===== src/rtl/aes256_key_expand.sv =====
// AES-256 key schedule: expands one 256-bit cipher key into 15 round keys,
// one 32-bit word per clock, each round key streamed out as a one-cycle pulse.

// Forward AES S-box as a constant lookup table (entry 0x00 in the MSBs).
module aes256_key_expand_sbox (
  input  logic [7:0] a,
  output logic [7:0] y
);
  localparam logic [2047:0] TBL = {
    128'h637c777bf26b6fc53001672bfed7ab76, 128'hca82c97dfa5947f0add4a2af9ca472c0,
    128'hb7fd9326363ff7cc34a5e5f171d83115, 128'h04c723c31896059a071280e2eb27b275,
    128'h09832c1a1b6e5aa0523bd6b329e32f84, 128'h53d100ed20fcb15b6acbbe394a4c58cf,
    128'hd0efaafb434d338545f9027f503c9fa8, 128'h51a3408f929d38f5bcb6da2110fff3d2,
    128'hcd0c13ec5f974417c4a77e3d645d1973, 128'h60814fdc222a908846eeb814de5e0bdb,
    128'he0323a0a4906245cc2d3ac629195e479, 128'he7c8376d8dd54ea96c56f4ea657aae08,
    128'hba78252e1ca6b4c6e8dd741f4bbd8b8a, 128'h703eb5664803f60e613557b986c11d9e,
    128'he1f8981169d98e949b1e87e9ce5528df, 128'h8ca1890dbfe6426841992d0fb054bb16
  };

  // Entry a sits at bit offset (255-a)*8, i.e. {~a,3'b000}.
  assign y = TBL[{~a, 3'b000} +: 8];
endmodule

module aes256_key_expand (
  input  logic         clk,
  input  logic         rst,
  input  logic         start,
  input  logic [255:0] key,
  output logic         busy,
  output logic         rk_valid,
  output logic [3:0]   rk_idx,
  output logic [127:0] rk,
  output logic         done
);
  localparam int unsigned NK     = 8;
  localparam int unsigned NR     = 14;
  localparam int unsigned NWORDS = 4 * (NR + 1);
  localparam logic [5:0]  ILAST  = 6'(NWORDS - 1);

  typedef enum logic [1:0] {IDLE, RK0, RK1, EXPAND} state_t;

  state_t       state, state_nxt;
  logic [255:0] win;        // w[i-8] in MSBs .. w[i-1] in LSBs
  logic [5:0]   i;
  logic [31:0]  prev, rot, sub_in, sub_out, t, wnew;
  logic [7:0]   rcon;

  assign prev   = win[31:0];
  assign rot    = {prev[23:0], prev[31:24]};
  assign sub_in = (i[2:0] == 3'd0) ? rot : prev;

  for (genvar g = 0; g < 4; g++) begin : g_sbox
    aes256_key_expand_sbox u_sbox (
      .a (sub_in[8*g +: 8]),
      .y (sub_out[8*g +: 8])
    );
  end

  // Round constant selected by the round counter i/NK.
  always_comb begin
    rcon = 8'h00;
    case (i[5:3])
      3'd1:    rcon = 8'h01;
      3'd2:    rcon = 8'h02;
      3'd3:    rcon = 8'h04;
      3'd4:    rcon = 8'h08;
      3'd5:    rcon = 8'h10;
      3'd6:    rcon = 8'h20;
      3'd7:    rcon = 8'h40;
      default: rcon = 8'h00;
    endcase
  end

  // Temp word transform and the next schedule word w[i].
  always_comb begin
    t = prev;
    if (i[2:0] == 3'd0)      t = sub_out ^ {rcon, 24'h0};
    else if (i[2:0] == 3'd4) t = sub_out;
    wnew = win[32*NK-1 -: 32] ^ t;
  end

  // Next-state logic.
  always_comb begin
    state_nxt = state;
    case (state)
      IDLE:    if (start) state_nxt = RK0;
      RK0:     state_nxt = RK1;
      RK1:     state_nxt = EXPAND;
      EXPAND:  if (i == ILAST) state_nxt = IDLE;
      default: state_nxt = IDLE;
    endcase
  end

  // State register, key window, word counter and registered outputs.
  always_ff @(posedge clk) begin
    if (rst) begin
      state    <= IDLE;
      win      <= '0;
      i        <= '0;
      busy     <= 1'b0;
      rk_valid <= 1'b0;
      rk_idx   <= '0;
      rk       <= '0;
      done     <= 1'b0;
    end else begin
      state    <= state_nxt;
      rk_valid <= 1'b0;
      done     <= 1'b0;
      case (state)
        IDLE: begin
          if (start) begin
            win  <= key;
            i    <= 6'(NK);
            busy <= 1'b1;
          end
        end
        RK0: begin
          rk       <= win[255:128];
          rk_idx   <= 4'd0;
          rk_valid <= 1'b1;
        end
        RK1: begin
          rk       <= win[127:0];
          rk_idx   <= 4'd1;
          rk_valid <= 1'b1;
        end
        EXPAND: begin
          win <= {win[223:0], wnew};
          i   <= i + 6'd1;
          // Last word of a round key: the other three are still in the window.
          if (i[1:0] == 2'd3) begin
            rk       <= {win[95:0], wnew};
            rk_idx   <= i[5:2];
            rk_valid <= 1'b1;
          end
          if (i == ILAST) begin
            done <= 1'b1;
            busy <= 1'b0;
          end
        end
        default: ;
      endcase
    end
  end
endmodule


===== config.mk =====
export PLATFORM = sky130hd
export DESIGN_NAME = aes256_key_expand
export DESIGN_NICKNAME = d
export VERILOG_FILES = /design/src/rtl/aes256_key_expand.sv
export SDC_FILE = /design/constraint.sdc
export NUM_CORES = 2
export LEC_CHECK = 0
export BUFFER_PORTS_ARGS = -buffer_cell sky130_fd_sc_hd__buf_2
export CAP_MARGIN = 0
export CORE_MARGIN = 2
export CORE_UTILIZATION = 40
export DETAILED_ROUTE_END_ITERATION = 10
export SLEW_MARGIN = 10
export SYNTH_ARGS = -nofsm -noshare
export SYNTH_HDL_FRONTEND = slang
export SYNTH_SLANG_ARGS = --single-unit

===== constraint.sdc =====
create_clock -name clk -period 5.4 [get_ports clk]
set_input_delay 1.08 -clock clk [delete_from_list [all_inputs] [get_ports clk]]
set_output_delay 1.08 -clock clk [all_outputs]
set_load 0.02 [all_outputs]

# Yosys cells after proc, flatten, opt, wreduce, memory -nomap -nowiden
# Index checks and enable logic that the tools add are counted.
totals:
  out_inout_bits: 135
  reg_bits: 399
  elab_cells: 67
  input_bits: 259
op_classes:
  reduce_logical: 10
  shifts: 4
  bitwise: 7
  n_eq_ne: 16
  muxes: 21
  add_sub_neg: 1
ops:
  columns: ["operator", "n"]
  rows:
  - ["2048-bit by 12-bit variable part select with 8-bit output, first input constant", 4]
  - ["256-bit one-hot mux with 2 select lines", 1]
  - ["128-bit one-hot mux with 3 select lines", 1]
  - ["256-bit two-way mux", 1]
  - ["128-bit two-way mux", 1]
  - ["32-bit two-way mux", 3]
  - ["32-bit XOR", 2]
  - ["7-bit one-hot mux with 7 select lines", 1]
  - ["8-bit NOT", 4]
  - ["3-bit == test, second input constant", 5]
  - ["4-bit one-hot mux with 3 select lines", 1]
  - ["6-bit one-hot mux with 2 select lines", 1]
  - ["2-bit one-hot mux with 4 select lines", 1]
  - ["6-bit by 1-bit adder with 6-bit output, second input constant", 1]
  - ["2-bit == test, second input constant", 3]
  - ["3-bit by 2-bit == test with 1-bit output, second input constant", 2]
  - ["6-bit == test, second input constant", 1]
  - ["6-bit two-way mux", 1]
  - ["2-bit != test, second input constant", 3]
  - ["2-bit AND reduction", 3]
  - ["1-bit two-way mux", 4]
  - ["2-bit two-way mux", 2]
  - ["4-bit two-way mux", 1]
  - ["1-bit one-hot mux with 2 select lines", 2]
  - ["other kinds (9)", 10]

# Depth between registers and ports, before layout
depth:
  depth_word: 9
  ltp_mapped: 21
  mapped_depth_nobuf: 16

# By module
# A second synthesis with hierarchy kept.
hier_totals:
  hier_cells: 4369
  area_unflattened_um2: 33168.1
by_module_without_submodules:
  columns: ["mod", "area_per_inst_um2", "instances", "seq_area_each_um2", "cells_each"]
  rows:
  - ["aes256_key_expand", 19034.5, 1, 7987.7, 2169]
  - ["aes256_key_expand_sbox", 3533.4, 4, 0.0, 550]

# Worst setup path after synthesis
# OpenSTA, ideal clock, no wires.
synth_timing:
  path_kind: "reg2reg"
  startpoint: "register i[0]"
  endpoint: "register rk[24]"
  path_stages_with_launch: 20
  t_arrival_ns: 4.041
  n_path_buf: 5
  slack_ns: 1.271
  synth_period_minus_slack_ns: 4.129
  setup_time_ns: 0.088
  required_ns: 5.312
  cell_sequence: "dfxtp_1 -> inv_1 -> ha_1 -> nand2b_1 -> buf_6 -> buf_12 -> buf_12 -> mux2i_4 -> buf_6 -> ha_1 -> buf_1 -> or4b_2 -> o21ai_0 -> a211o_1 -> o41ai_2 -> o32ai_1 -> mux2i_1 -> o211ai_1 -> or2_1 -> a311oi_2"
synth_between:
  elab_chain_cells: 9
  elab_cells_between_ends: 14
  classes_between: "eq/ne (3); shift (1); mux (5); bitwise (3); reduce/logical (2)"
synth_rtl:
  columns: ["element", "line_no", "source"]
  rows:
  - ["start: declaration", "44", "logic [5:0] i;"]
  - ["start signal: assignment", "113", "i <= 6'(NK);"]
  - ["start signal: assignment", "129", "i <= i + 6'd1;"]
  - ["3-bit zero test", "50, 77", null]
  - ["32-bit two-way mux", "50", "assign sub_in = (i[2:0] == 3'd0) ? rot : prev;"]
  - ["8-bit NOT", "21", "assign y = TBL[{~a, 3'b000} +: 8];"]
  - ["2048-bit by 12-bit variable part select with 8-bit output", "21", null]
  - ["32-bit two-way mux or 32-bit XOR (tied branches)", "78, 77", null]
  - ["32-bit two-way mux", "77", "if (i[2:0] == 3'd0) t = sub_out ^ {rcon, 24'h0};"]
  - ["32-bit XOR", "79", "wnew = win[32*NK-1 -: 32] ^ t;"]
  - ["128-bit two-way mux", "131", "if (i[1:0] == 2'd3) begin"]
  - ["128-bit one-hot mux with 3 select lines", "109", "case (state)"]
  - ["end signal: assignment", "118", "rk <= win[255:128];"]
  - ["end signal: assignment", "123", "rk <= win[127:0];"]
  - ["end signal: assignment", "132", "rk <= {win[95:0], wnew};"]
  - ["end: declaration", "32", "output logic [127:0] rk,"]
# Parallel ways exist; a longest one is shown, timed or not. The select of a mux whose other input is x is not followed.
# A chain may end at the register's enable or synchronous reset.

# Final worst setup path
# Same ends and word-level chain as after synthesis.

==> results.json <==
{
  "fin_ws_ns": 0.5470,
  "synthFlopType": "dfxtp_1",
  "path_clk_slew_ns": 0.06,
  "seqCellArea_um2": 7988,
  "ys_types": 109,
  "cp-end-kind": "flop",
  "cts_root_buf": "clkbuf_16",
  "path_class": "reg -> reg",
  "dieArea_um2": 85140,
  "die_y_um": 291.8,
  "synthCells": 4509,
  "cts_made_buffers": 40,
  "crit_arrival_ns": 5.32,
  "drive_gt1_share_pct": 19.37,
  "cp_max_fo": 41,
  "final_max_slew_viol_count": 0,
  "hold_viol_final": 0,
  "grt-ovfl-total": 0,
  "vias": 41501,
  "p_leak_nw": 14.12,
  "critical_path_required_ns": 5.86,
  "peakVddDrop_mv": 0.3746,
  "hold_class": "reg -> reg",
  "clock_latency_ns": 0.57,
  "seq_area_frac_synth_pct": 24.11,
  "min_period_ns": 4.853,
  "finalNonFillerCells": 5839,
  "synth_largest_area_cell": "dfxtp_1",
  "first_pass_iters": 8,
  "syn_nets": 4805,
  "synth_warnings": 0,
  "track_usage_pct": 42.27,
  "portBuffers": 393,
  "powerDensity_nw_per_um2": 681.5,
  "ant_nets": 0,
  "grt_pass1_wl_um": 273000,
  "slew_headroom_pct": 13.27,
  "routabilityCongestion": 1.107,
  "initialDrtViolationCount": 6143,
  "skew_ns": 0.02209,
  "avgSynthCellArea_um2": 7.347,
  "avgViaCountPerCell": 7.108,
  "grt_pass1_vias": 38165,
  "ff2ff_setup_slack_ns": 0.55,
  "die_w_um": 291.8,
  "mostFrequentLayoutCells": "nor2_1, dfxtp_1, buf_2",
  "area_growth_pct": 15.40,
  "ys_ff_latch": 399,
  "fillers": 8521,
  "worst_slew_pin_slew_ns": 1.293,
  "grt_max_degree": 135,
  "holdBufCountCts": 0,
  "remaining_drc_errors": 0,
  "antenna_found_initial": 30,
  "synth.top_cell.area_share_pct": 24.11,
  "multi_input_area_um2": 22720,
  "clock.fmax_mhz": 206.1,
  "dp_slack_ns": 0.7976,
  "clock_path_buffers": 3,
  "wl_um": 190400,
  "core_um2": 81980,
  "row_count": 105,
  "post-route-period-util_pct": 89.87,
  "syn-cell-area_um2": 33130,
  "wl_per_cell_um": 32.61,
  "post_cts_buffers": 0,
  "io_pins": 394,
  "layout_commonest_cell": "nor2_1",
  "startpoint_type": "flop",
  "synthArstFlopShare_pct": 0,
  "clock-sinks": 399,
  "hpwl_um": 138000,
  "cts-resized-gates": 0,
  "tns_ns": 0,
  "cap_violations": 0,
  "outcome": "finished, final reports clean",
  "netlist_top_cells_area": "dfxtp_1, a211oi_1, nor2_1",
  "hold_depth": 2,
  "htreeDepth": 2,
  "rsz0062_at_grt": "no",
  "synth_edf_count": 0,
  "r2r_cells": 15,
  "initial_core_util_pct": 40.41,
  "nets": 5022,
  "final-setup-viol-count": 0,
  "dp_cells": 5754,
  "cts_tree": "built"
}
==> area by class of cell <==
cell class,instances,area share [%]
clock buffer,55,2.979
antenna,15,0.09819
sequential,399,20.90
timing repair buffer,708,11.95
inverter,51,0.5008
clock inverter,15,0.6350
tap,1070,3.502
multi-input combinational,3526,59.44
==> flip-flops by register name, summed over array words and instances (netlist names) <==
signal	cells
win	256
busy	1
rk_idx	4
state	2
done	1
rk	128
rk_valid	1
i	6
==> worst max-delay path, cell delays in order, from the launching register on <==
cell and delay, ns:
dfxtp_1 0.40, inv_1 0.07, ha_2 0.22, buf_4 0.31, and3b_1 0.35, a21oi_4 0.75, buf_4 0.34, a211o_1 0.14
o21ai_0 0.10, a221oi_1 0.76, o32ai_1 0.26, buf_4 0.22, mux2i_1 0.14, o211ai_1 0.16, or2_1 0.28, a311oi_2 0.24
==> Yosys cell counts, types with 17 or more instances <==
cell type / number
o311ai_0: 30
a211o_1: 24
nor3b_1: 19
dfxtp_1: 399
o221ai_1: 35
inv_1: 48
xnor2_1: 22
mux2i_1: 197
o22ai_1: 135
buf_2: 116
a32oi_1: 21
a21o_1: 17
nor3_1: 176
a2111oi_0: 33
nand2b_1: 36
buf_1: 32
mux2_2: 46
or3_1: 21
nor2_1: 601
and3_1: 24
a31oi_1: 70
o31ai_1: 29
buf_6: 17
clkbuf_1: 343
a21oi_1: 354
nand3_1: 81
a211oi_1: 340
o2111ai_1: 17
ha_1: 37
o21ai_0: 221
o211ai_1: 81
a22oi_1: 114
nand2_1: 299
buf_4: 22
a311oi_1: 57
a221oi_1: 62
xor2_1: 18
==> power breakdown <==
| group | leakage [nW] | switching, mW | total (mW) | internal [mW] |
|---|---|---|---|---|
| Clock | 0.675 | 1.26 | 2.99 | 1.73 |
| Sequential | 3.30 | 1.35 | 5.31 | 3.96 |
| Combinational | 10.1 | 11.9 | 17.8 | 5.83 |
==> final timing paths <==
| check | start | to |
|---|---|---|
| min | rk[45] | rk[45] |
| max | i[0] | rk[24] |
| min reg2reg | rk[45] | rk[45] |
| max reg2reg | i[0] | rk[24] |
==> metal layers <==
layer | track usage [%] | share of wire [%] | vias to the layer above
li1 | - | - | 17720
met1 | 56.55 | 40 | 20025
met2 | 61.48 | 41 | 3061
met3 | 14.40 | 13 | 659
met4 | 17.97 | 5.3 | 36
met5 | 0 | 0.13 | -
==> per-stage QoR <==
stage	cell area (um^2)	util (%)	hold slack (ns)	total power [mW]
finish	38230	46.63	0.4992	26.05
global route	38200	46.60	0.5200	26.98
CTS	38190	46.58	0.5000	25.19
detailed placement	36810	44.90	0.4894	22.16
global placement	36810	44.90	0.4733	22.40
floorplan	33130	-	0.4692	15.27
==> cell families (layout without fill, tap and decap cells) <==
| kind of cell | Yosys count | after routing | share of synthesized area, % |
|---|---|---|---|
| AOI/OAI and AO/OA | 1806 | 1806 | 37.87 |
| and+or+nand+nor | 1372 | 1372 | 18.65 |
| buffers and inverters | 584 | 829 | 7.792 |
| DFF | 399 | 399 | 24.11 |
| muxes | 271 | 271 | 9.125 |
| xor gates and xnor gates | 40 | 40 | 1.058 |
| adders and majority gates | 37 | 37 | 1.397 |
| other | 0 | 15 | 0 |
Note: power is estimated with default switching activity, not from simulation.
